## src/rtl/fifo_dc_rd_stream_if.sv

```systemverilog
// Signal bundle between the dual-clock FIFO read port, the read-side adapter
// and the downstream stream consumer. The master view belongs to the adapter.
interface fifo_dc_rd_stream_if #(
    parameter int unsigned DTA_WIDTH = 8
);
    // FIFO read port
    logic                 fifo_rd_en;
    logic [DTA_WIDTH-1:0] fifo_dout;
    logic                 fifo_valid;
    logic                 fifo_empty;
    logic                 fifo_underflow;
    // Downstream stream
    logic [DTA_WIDTH-1:0] m_data;
    logic                 m_valid;
    logic                 m_ready;

    modport master (
        output fifo_rd_en,
        input  fifo_dout,
        input  fifo_valid,
        input  fifo_empty,
        input  fifo_underflow,
        output m_data,
        output m_valid,
        input  m_ready
    );

    modport slave (
        input  fifo_rd_en,
        output fifo_dout,
        output fifo_valid,
        output fifo_empty,
        output fifo_underflow,
        input  m_data,
        input  m_valid,
        output m_ready
    );
endinterface

```

## src/rtl/fifo_dc_rd_stream.sv

```systemverilog
// Read-side adapter for the dual-clock FIFO. Hides the FIFO's one-cycle read
// latency behind a small circular output buffer and presents a valid/ready
// stream. Reads are issued on credit: buffered words plus the word in flight,
// less the word leaving this cycle, must stay below the buffer depth.
module fifo_dc_rd_stream #(
    parameter int unsigned DTA_WIDTH = 8,
    parameter int unsigned OUT_DEPTH = 2
) (
    input  logic                       clk,
    input  logic                       rst,
    fifo_dc_rd_stream_if.master        bus_io,
    input  logic                       flush_i,
    output logic [2:0]                 level_o,
    output logic                       err_o
);
    localparam int unsigned PtrW = (OUT_DEPTH > 2) ? 2 : 1;
    typedef logic [PtrW-1:0] ptr_t;

    logic [DTA_WIDTH-1:0] mem_q [OUT_DEPTH];
    logic [2:0]           occ_q, occ_d;
    ptr_t                 wr_ptr_q, wr_ptr_d;
    ptr_t                 rd_ptr_q, rd_ptr_d;
    logic                 inflight_q, inflight_d;
    logic                 discard_q, discard_d;
    logic                 err_q, err_d;

    logic                 pop;
    logic                 push;
    logic                 rd_en;
    logic [3:0]           committed;

    // Stream outputs, credit check and the read request
    always_comb begin
        bus_io.m_valid = (occ_q != 3'd0);
        bus_io.m_data  = mem_q[rd_ptr_q];
        pop            = bus_io.m_valid & bus_io.m_ready;
        // pop implies occ_q >= 1, so this never wraps below zero
        committed      = {1'b0, occ_q} + {3'b000, inflight_q} - {3'b000, pop};
        rd_en          = !rst && !flush_i && !bus_io.fifo_empty
                         && (committed < 4'(OUT_DEPTH));
        // A word returning from a read issued before a flush must not land
        push           = bus_io.fifo_valid & inflight_q & !discard_q & !flush_i;
        bus_io.fifo_rd_en = rd_en;
        level_o        = occ_q;
        err_o          = err_q;
    end

    // Next-state for occupancy, pointers, in-flight tracking and the error flag
    always_comb begin
        occ_d      = occ_q;
        wr_ptr_d   = wr_ptr_q;
        rd_ptr_d   = rd_ptr_q;
        inflight_d = rd_en;
        discard_d  = flush_i & inflight_q;
        err_d      = err_q | bus_io.fifo_underflow
                     | (bus_io.fifo_valid & !inflight_q)
                     | (inflight_q & !bus_io.fifo_valid);
        if (flush_i) begin
            occ_d    = 3'd0;
            wr_ptr_d = '0;
            rd_ptr_d = '0;
        end else begin
            if (push) begin
                wr_ptr_d = (wr_ptr_q == ptr_t'(OUT_DEPTH - 1)) ? '0 : wr_ptr_q + 1'b1;
            end
            if (pop) begin
                rd_ptr_d = (rd_ptr_q == ptr_t'(OUT_DEPTH - 1)) ? '0 : rd_ptr_q + 1'b1;
            end
            case ({push, pop})
                2'b10:   occ_d = occ_q + 3'd1;
                2'b01:   occ_d = occ_q - 3'd1;
                default: occ_d = occ_q;
            endcase
        end
    end

    // Control state register
    always_ff @(posedge clk or posedge rst) begin
        if (rst) begin
            occ_q      <= 3'd0;
            wr_ptr_q   <= '0;
            rd_ptr_q   <= '0;
            inflight_q <= 1'b0;
            discard_q  <= 1'b0;
            err_q      <= 1'b0;
        end else begin
            occ_q      <= occ_d;
            wr_ptr_q   <= wr_ptr_d;
            rd_ptr_q   <= rd_ptr_d;
            inflight_q <= inflight_d;
            discard_q  <= discard_d;
            err_q      <= err_d;
        end
    end

    // Buffer storage; cleared on reset so m_data reads zero until data arrives
    always_ff @(posedge clk or posedge rst) begin
        if (rst) begin
            for (int i = 0; i < int'(OUT_DEPTH); i++) begin
                mem_q[i] <= '0;
            end
        end else if (push) begin
            mem_q[wr_ptr_q] <= bus_io.fifo_dout;
        end
    end
endmodule
```

## src/flat_wrapper.sv

```systemverilog
// flat-port wrapper written by rule: the top's interface ports become plain ports
module fifo_dc_rd_stream_flat 
#(
    parameter int unsigned DTA_WIDTH = 8,
    parameter int unsigned OUT_DEPTH = 2
)
  (clk, rst, flush_i, level_o, err_o, bus_io_fifo_rd_en, bus_io_fifo_dout, bus_io_fifo_valid, bus_io_fifo_empty, bus_io_fifo_underflow, bus_io_m_data, bus_io_m_valid, bus_io_m_ready);
  fifo_dc_rd_stream_if #(.DTA_WIDTH(DTA_WIDTH)) bus_io_i ();
  input  logic clk;
  input  logic rst;
  input  logic flush_i;
  output logic [2:0] level_o;
  output logic err_o;
  output wire logic [$bits(bus_io_i.fifo_rd_en)-1:0] bus_io_fifo_rd_en;
  input wire logic [$bits(bus_io_i.fifo_dout)-1:0] bus_io_fifo_dout;
  input wire logic [$bits(bus_io_i.fifo_valid)-1:0] bus_io_fifo_valid;
  input wire logic [$bits(bus_io_i.fifo_empty)-1:0] bus_io_fifo_empty;
  input wire logic [$bits(bus_io_i.fifo_underflow)-1:0] bus_io_fifo_underflow;
  output wire logic [$bits(bus_io_i.m_data)-1:0] bus_io_m_data;
  output wire logic [$bits(bus_io_i.m_valid)-1:0] bus_io_m_valid;
  input wire logic [$bits(bus_io_i.m_ready)-1:0] bus_io_m_ready;
  assign bus_io_fifo_rd_en = bus_io_i.fifo_rd_en;
  assign bus_io_i.fifo_dout = bus_io_fifo_dout;
  assign bus_io_i.fifo_valid = bus_io_fifo_valid;
  assign bus_io_i.fifo_empty = bus_io_fifo_empty;
  assign bus_io_i.fifo_underflow = bus_io_fifo_underflow;
  assign bus_io_m_data = bus_io_i.m_data;
  assign bus_io_m_valid = bus_io_i.m_valid;
  assign bus_io_i.m_ready = bus_io_m_ready;
  fifo_dc_rd_stream #(.DTA_WIDTH(DTA_WIDTH), .OUT_DEPTH(OUT_DEPTH)) u_core (.clk(clk), .rst(rst), .bus_io(bus_io_i), .flush_i(flush_i), .level_o(level_o), .err_o(err_o));
endmodule
```

## config.mk

```make
export PLATFORM = sky130hd
export DESIGN_NAME = fifo_dc_rd_stream_flat
export DESIGN_NICKNAME = d
export VERILOG_FILES = /design/src/rtl/fifo_dc_rd_stream_if.sv /design/src/rtl/fifo_dc_rd_stream.sv /design/src/flat_wrapper.sv
export SDC_FILE = /design/constraint.sdc
export NUM_CORES = 1
export LEC_CHECK = 0
export BUFFER_PORTS_ARGS = -buffer_cell sky130_fd_sc_hd__buf_2
export CAP_MARGIN = 10
export CELL_PAD_IN_SITES_DETAIL_PLACEMENT = 1
export CELL_PAD_IN_SITES_GLOBAL_PLACEMENT = 2
export CORE_MARGIN = 2
export CORE_UTILIZATION = 37
export DETAILED_ROUTE_END_ITERATION = 6
export PLACE_DENSITY_LB_ADDON = 0.1
export SKIP_LAST_GASP = 1
export SLEW_MARGIN = 20
export SYNTH_ARGS = -nofsm -noshare
export SYNTH_HDL_FRONTEND = slang
export SYNTH_SLANG_ARGS = --single-unit
```

## constraint.sdc

```tcl
create_clock -name clk -period 4.1 [get_ports clk]
set_clock_uncertainty 0.15 [all_clocks]
set_input_delay 0.205 -clock clk [delete_from_list [all_inputs] [get_ports clk]]
set_output_delay 0.205 -clock clk [all_outputs]
set_load 0.05 [all_outputs]
```

==> results of run 1 <==
==> sequential cells by signal, summed over array words and instances, names as in the netlist <==
name and cells:
u_core.rd_ptr_q 1, u_core.level_o 3, u_core.discard_q 1, u_core.err_o 1, u_core.inflight_q 1, u_core.wr_ptr_q 1, u_core.mem_q 16
==> worst max-delay path by stage <==
stage                           start                 to  slack (ns)  depth (start not counted)
detailed placement  u_core.level_o[0]  bus_io_fifo_rd_en        1.11                          8
global route        u_core.level_o[1]  bus_io_fifo_rd_en        0.64                          8
CTS                 u_core.level_o[0]  bus_io_fifo_rd_en        0.74                          8
floorplan           u_core.level_o[0]  u_core.inflight_q        0.68                          7
global placement    u_core.level_o[0]  bus_io_fifo_rd_en        1.28                          8
finish              u_core.level_o[0]  bus_io_fifo_rd_en        0.82                          8
==> placed cells by master, fill, tap and decap left out, types with 2 or more instances in the layout <==
cell,synthesis,routed
sky130_fd_sc_hd__mux2_2,24,24
sky130_fd_sc_hd__dlygate4sd3_1,0,10
sky130_fd_sc_hd__nand2_1,2,2
sky130_fd_sc_hd__nand3_1,2,2
sky130_fd_sc_hd__or3_1,2,2
sky130_fd_sc_hd__clkbuf_4,0,3
sky130_fd_sc_hd__inv_1,4,4
sky130_fd_sc_hd__dfrtp_1,24,24
sky130_fd_sc_hd__nor3_2,2,2
sky130_fd_sc_hd__ha_1,2,2
sky130_fd_sc_hd__xor2_1,3,3
sky130_fd_sc_hd__mux2i_1,3,3
sky130_fd_sc_hd__and3_1,2,2
sky130_fd_sc_hd__nor2_1,6,6
sky130_fd_sc_hd__fa_1,2,2
sky130_fd_sc_hd__xnor2_1,2,2
sky130_fd_sc_hd__buf_2,1,28
==> cells by family (layout without fill, tap and decap cells) <==
| logic type | after synthesis | in the layout | share of synthesized area (%) |
|---|---|---|---|
| AND/OR/NAND/NOR | 24 | 24 | 11.6 |
| multiplexers | 27 | 27 | 24.5 |
| adder cells (fa/ha/maj) | 4 | 4 | 5.31 |
| XOR/XNOR | 5 | 5 | 3.57 |
| flip-flops | 24 | 24 | 49.0 |
| AO/OA/AOI/OAI | 4 | 4 | 3.77 |
| buffers and inverters | 7 | 46 | 2.24 |
==> critical path, cell delays in order (launching register included) <==
cell                      delay [ns]
sky130_fd_sc_hd__dfrtp_1        0.51
sky130_fd_sc_hd__o31ai_4        0.43
sky130_fd_sc_hd__or2_2          0.19
sky130_fd_sc_hd__inv_1          0.05
sky130_fd_sc_hd__fa_1           0.50
sky130_fd_sc_hd__nor4b_1        0.33
sky130_fd_sc_hd__nand3_1        0.12
sky130_fd_sc_hd__mux2i_1        0.19
sky130_fd_sc_hd__buf_2          0.30
==> cell usage after synthesis, drive strengths merged (2+ instances only) <==
master,count,area (µm²)
dfrtp,24,601
nor3,3,25.0
ha,2,25.0
nand2,2,7.51
xor2,3,26.3
xnor2,2,17.5
mux2,24,270
clkbuf,2,7.51
inv,4,15.0
nor2,6,22.5
nand3,2,10.0
and3,2,12.5
mux2i,3,30.0
and2,2,13.8
fa,2,40.0
or3,3,20.0
==> layer usage <==
layer / vias up / wire [µm] / global-route usage (%)
met5: - / 0 / 0
met4: 0 / 17 / 5.47
met3: 2 / 77 / 1.89
met2: 17 / 1280 / 27.4
met1: 434 / 1110 / 18.6
li1: 410 / - / -
==> power by group <==
| group | internal [mW] | leakage (nW) | switching, mW | total (mW) |
|---|---|---|---|---|
| sequential | 0.297 | 0.319 | 0.0681 | 0.365 |
| clock | 0.0987 | 0.0279 | 0.0676 | 0.166 |
| combinational | 0.213 | 0.422 | 0.359 | 0.573 |
| total | 0.609 | 0.768 | 0.495 | 1.10 |
==> area by class of cell <==
type	instances	share of cell area, %
multi-input combinational	64	38.3
sequential	24	38.5
clock inverter	1	1.92
clock buffer	3	1.44
timing repair buffer	38	15.4
tap	44	3.53
inverter	4	0.962
==> Implementation_results.wiki, run 1 <==
{| class="wikitable"
! Metric !! Value
|-
| Mean routed wirelength per cell || 14.0 µm
|-
| Top-level port count || 29
|-
| Status || complete, no violations
|-
| Floorplan Core Area || 0.00310 mm²
|-
| Initial standard-cell utilization of the core || 39.5%
|-
| DR vias/cell || 4.85
|-
| Iteration-0 DRC Markers || 10
|-
| Source of the worst hold timing path || flush_i
|-
| Setup_tns || 0 ns
|-
| CTS Sinks || 24
|-
| Synth Register Bits || 24
|-
| Final global-route overflow total || 0
|-
| Slew HR || 38.3%
|-
| Total of cells resized after clock tree synthesis || 0
|-
| Beginning of the worst register-to-register path || u_core.level_o[0]
|-
| Master cell of the clock root buffer || sky130_fd_sc_hd__clkbuf_4
|-
| Highest Clock Rate || 305 MHz
|-
| Crit Path Class || flip-flop to output port
|-
| Clock slew seen by the registers of the worst setup and hold paths || 0.13 ns
|-
| DRT antenna net count || 0
|-
| Worst path arrival time || 2.92 ns
|-
| Number of enable-type register cells in the synthesized netlist || 0
|-
| Peak supply drop || 0.350 mV
|-
| Final design utilization || 50.3%
|-
| Critical R2R Capture || u_core.inflight_q
|-
| Area of the mapped netlist || 0.00123 mm²
|-
| Cell count after placement || 164
|-
| Unrepaired setup endpoints after global routing || no
|-
| Clock insertion delay at the later pin of the skew report || 0.30 ns
|-
| Cts bufs inserted || 3
|-
| Via count || 863
|-
| Endpoint required time on the critical path || 3.74 ns
|-
| Worst R2R Setup Slack || 1.55 ns
|-
| Area growth syn-to-layout || 27.3%
|-
| DRC viols || 0
|-
| Total number of placement rows || 20
|-
| Category of the worst setup path capture point || output port
|-
| Cell area after placement || 0.00141 mm²
|-
| Count of antenna diodes in the layout || 0
|-
| Setup slack after layout || 0.824 ns
|-
| Worst slack at placement || 1.11 ns
|-
| Net total in the final layout || 154
|-
| Syn_area_per_cell || 12.9 µm²
|-
| Post-route cell area || 0.00156 mm²
|-
| Seq. cell area || 601 µm²
|-
| Maximum level of the CTS H-tree || 1
|-
| Minimum period implied by the final worst setup slack || 3.28 ns
|-
| Final number of setup-violating endpoints || 0
|-
| Die Width || 61.6 µm
|-
| Wire length of the first global-routing pass || 4170 µm
|-
| Class of the most critical hold timing path || primary input to flip-flop
|-
| Post-detailed-placement half-perimeter wirelength || 1850 µm
|-
| Reg2reg path depth || 7
|-
| Final standard cell count with taps included and fillers excluded || 178
|-
| Total Power || 1.10 mW
|-
| Number of global-route vias before repair || 905
|-
| Aggregate routed wire length || 2490 µm
|-
| Weighted congestion reported at the end of routability-driven placement || 0.752
|-
| # hold bufs at CTS || 10
|-
| Fraction of layout instances using a drive strength above 1 || 47.0%
|-
| CTS tree || built
|-
| Number of filler instances in the final layout || 361
|-
| Standby leakage power || 0.768 nW
|-
| Maximum capacitance violations || 0
|-
| Share of the clock period used by the worst path after layout || 79.9%
|-
| Asr flop ratio synth || 100%
|-
| Highest fanout seen on the critical path || 8
|-
| Die ar. || 0.00379 mm²
|-
| Sequential share of the synthesized area || 49.0%
|-
| Pin count of the biggest net entering global routing || 25
|-
| Final count of pins violating max slew || 0
|-
| Worst Setup Start Kind || flip-flop
|-
| Most used DFF post-synth || sky130_fd_sc_hd__dfrtp_1
|-
| First-pass iteration count of the detailed router || 3
|-
| Vertical extent of the die || 61.6 µm
|-
| Area of the multi-input gates || 598 µm²
|-
| Syn nets || 114
|-
| Final-report hold violation count || 0
|-
| All-layer global routing usage || 15.2%
|-
| Post-Syn Instances || 95
|-
| Number of instances on the worst hold path || 2
|-
| Distinct cells, synth || 28
|-
| Maximum buffer depth of the clock tree || 2
|-
| Hold path endpoint || u_core.level_o[2]
|-
| Least-Margin Pin Slew || 0.925 ns
|-
| Worst hold-check slack || 0.0265 ns
|-
| Number of antenna violations at the first check in global routing || 0
|-
| Total of warnings raised by yosys || 0
|-
| Port Buffer Count || 28
|-
| Post-CTS setup buffer count || 0
|-
| Pwr/cell area || 707 mW/mm²
|}
Note: power is estimated with default switching activity, not from simulation.
==> run 2, diff against run 1 <==
--- a/config.mk
+++ b/config.mk
@@ -10,7 +10,7 @@
 export CELL_PAD_IN_SITES_DETAIL_PLACEMENT = 1
 export CELL_PAD_IN_SITES_GLOBAL_PLACEMENT = 2
 export CORE_MARGIN = 2
-export CORE_UTILIZATION = 37
+export CORE_UTILIZATION = 31
 export DETAILED_ROUTE_END_ITERATION = 6
 export PLACE_DENSITY_LB_ADDON = 0.1
 export SKIP_LAST_GASP = 1
==> constraint.sdc (replaced) <==
create_clock -name clk -period 3 [get_ports clk]
set_clock_uncertainty 0.15 [all_clocks]
set_input_delay 0.15 -clock clk [delete_from_list [all_inputs] [get_ports clk]]
set_output_delay 0.15 -clock clk [all_outputs]
set_load 0.05 [all_outputs]
==> Implementation_results.wiki, run 2 (synthesis results as in run 1) <==
{| class="wikitable"
! Metric !! Value
|-
| Maximum capacitance violations || 0 (unchanged)
|-
| Mean routed wirelength per cell || 14.6 µm (+4.7%)
|-
| Most common library cell in the layout ignoring fill and taps || sky130_fd_sc_hd__buf_2
|-
| Total number of placement rows || 22 (+10%)
|-
| Port Buffer Count || 28 (unchanged)
|-
| Endpoint required time on the critical path || 2.70 ns (-1.04 ns)
|-
| Iteration-0 DRC Markers || 12 (+2)
|-
| Pwr/cell area || 961 mW/mm² (+36%)
|-
| Unrepaired setup endpoints after global routing || no
|-
| CTS Sinks || 24 (unchanged)
|-
| Setup_tns || 0 ns (unchanged)
|-
| Area growth syn-to-layout || 31.5%
|-
| All-layer global routing usage || 13.7% (-1.5 points)
|-
| Highest Clock Rate || 360 MHz
|-
| Number of global-route vias before repair || 951 (+5.1%)
|-
| First-pass iteration count of the detailed router || 3 (unchanged)
|-
| Class of the most critical hold timing path || primary input to flip-flop
|-
| Worst Setup Start Kind || flip-flop
|-
| Max reg flops || 16 (unchanged)
|-
| Wire length of the first global-routing pass || 4470 µm (+7.1%)
|-
| Count of antenna diodes in the layout || 0 (unchanged)
|-
| Initial standard-cell utilization of the core || 32.8% (-6.8 points)
|-
| Net total in the final layout || 157 (+1.9%)
|-
| Top-level port count || 29 (unchanged)
|-
| CTS tree || built
|-
| Die ar. || 0.00447 mm² (+18%)
|-
| Final count of pins violating max slew || 0 (unchanged)
|-
| Standby leakage power || 0.788 nW (+2.5%)
|-
| DRC viols || 0 (unchanged)
|-
| Top library cells by usage in the layout, fill and taps aside || sky130_fd_sc_hd__buf_2 (27), sky130_fd_sc_hd__mux2_2 (24), sky130_fd_sc_hd__dfrtp_1 (24)
|-
| Highest fanout seen on the critical path || 7 (-1)
|-
| Final number of setup-violating endpoints || 0 (unchanged)
|-
| Post-detailed-placement half-perimeter wirelength || 1870 µm (+1.1%)
|-
| Vertical extent of the die || 66.9 µm (+8.6%)
|-
| Largest register by flop count || u_core.mem_q
|-
| Master cell of the clock root buffer || sky130_fd_sc_hd__clkbuf_8
|-
| Maximum level of the CTS H-tree || 1 (unchanged)
|-
| Final global-route overflow total || 0 (unchanged)
|-
| Worst path arrival time || 2.48 ns (-0.44 ns)
|-
| Maximum buffer depth of the clock tree || 2 (unchanged)
|-
| Die Width || 66.9 µm (+8.6%)
|-
| Aggregate routed wire length || 2710 µm (+8.8%)
|-
| Share of the clock period used by the worst path after layout || 92.6%
|-
| Status || complete, no violations
|-
| Clock slew seen by the registers of the worst setup and hold paths || 0.09 ns (-0.04 ns)
|-
| Slew HR || 35.8% (-2.5 points)
|-
| Category of the worst setup path capture point || output port
|-
| Final-report hold violation count || 0 (unchanged)
|-
| Worst slack at placement || 0.224 ns (-0.888 ns)
|-
| Cts bufs inserted || 3 (unchanged)
|-
| Floorplan Core Area || 0.00374 mm² (+21%)
|-
| Setup slack after layout || 0.222 ns (-0.603 ns)
|-
| Number of antenna violations at the first check in global routing || 0 (unchanged)
|-
| Clock insertion delay at the later pin of the skew report || 0.26 ns (-0.04 ns)
|-
| Weighted congestion reported at the end of routability-driven placement || 0.659 (-12%)
|-
| Minimum period implied by the final worst setup slack || 2.78 ns
|-
| Crit Path Class || flip-flop to output port
|-
| Pin count of the biggest net entering global routing || 25 (unchanged)
|-
| Least-Margin Pin Slew || 0.961 ns (+0.0368 ns)
|-
| Via count || 879 (+1.9%)
|-
| Peak supply drop || 0.356 mV (+1.7%)
|-
| Fraction of layout instances using a drive strength above 1 || 49.6% (+2.6 points)
|-
| DR vias/cell || 4.75 (-2.0%)
|-
| DRT antenna net count || 0 (unchanged)
|}
## run 2: final timing paths
| check | startpoint | to | slack (ns) | cells past startpoint |
|---|---|---|---|---|
| max reg2reg | u_core.level_o[0] | u_core.inflight_q | 0.78 | 7 |
| min reg2reg | u_core.err_o | u_core.err_o | 0.34 | 1 |
| max in group asynchronous | rst | u_core.mem_q[13] | 1.60 | 3 |
| max | u_core.level_o[0] | bus_io_fifo_rd_en | 0.22 | 8 |
| min | flush_i | u_core.level_o[0] | 0.04 | 2 |
| min in group asynchronous | rst | u_core.inflight_q | 0.52 | 3 |
## run 2: per-layer routing
metal	vias up	wire length [µm]	part of all wire [%]	global-route usage, %
li1	421	-	-	-
met1	442	1180	44	17.1
met2	14	1430	53	24.1
met3	2	71	2.6	2.03
met4	0	18	0.66	4.59
met5	-	0	0	0
## run 2: layout make-up
| class | instances | area (µm²) |
|---|---|---|
| inverters | 4 | 15.0 |
| multi-input cells | 64 | 617 |
| flip-flops and latches | 24 | 601 |
| clock buffers | 4 | 55.1 |
| repair buffers | 41 | 265 |
| well taps | 48 | 60.1 |
| fillers | 433 | 2130 |
## run 2: per-stage QoR
step | area, µm² | hold slack [ns] | power [mW] | instances | util (%)
3_3_place_gp | 1440 | 0.196 | 1.31 | 170 | 38.5
4_1_cts | 1610 | 0.0293 | 1.57 | 185 | 42.9
3_5_place_dp | 1440 | 0.204 | 1.32 | 170 | 38.5
5_1_grt | 1610 | 0.0532 | 1.65 | 185 | 43.1
6_report | 1610 | 0.0413 | 1.55 | 185 | 43.1
2_1_floorplan | 1240 | 0.0146 | 1.15 | 95 | -
## run 2: report_power, final
part           leakage [nW]  switching, mW  internal (mW)
clock                0.0288          0.105          0.117
sequential            0.319         0.0742          0.406
combinational         0.440          0.523          0.324
## run 2: what timing repair did
action	4_1_cts	5_1_grt
resized for setup	1	1
pin swaps	1	0
hold endpoints to repair	41	0
hold buffers	10	0
setup endpoints to repair	1	1
buffers inserted	1	0
## run 2: critical path, stage by stage, from the launching register on
cell	delay, ns
sky130_fd_sc_hd__dfrtp_1	0.40
sky130_fd_sc_hd__buf_4	0.18
sky130_fd_sc_hd__mux2i_1	0.27
sky130_fd_sc_hd__nand2_1	0.10
sky130_fd_sc_hd__fa_1	0.48
sky130_fd_sc_hd__nor4b_2	0.23
sky130_fd_sc_hd__nand3_1	0.16
sky130_fd_sc_hd__mux2i_4	0.17
sky130_fd_sc_hd__buf_4	0.22
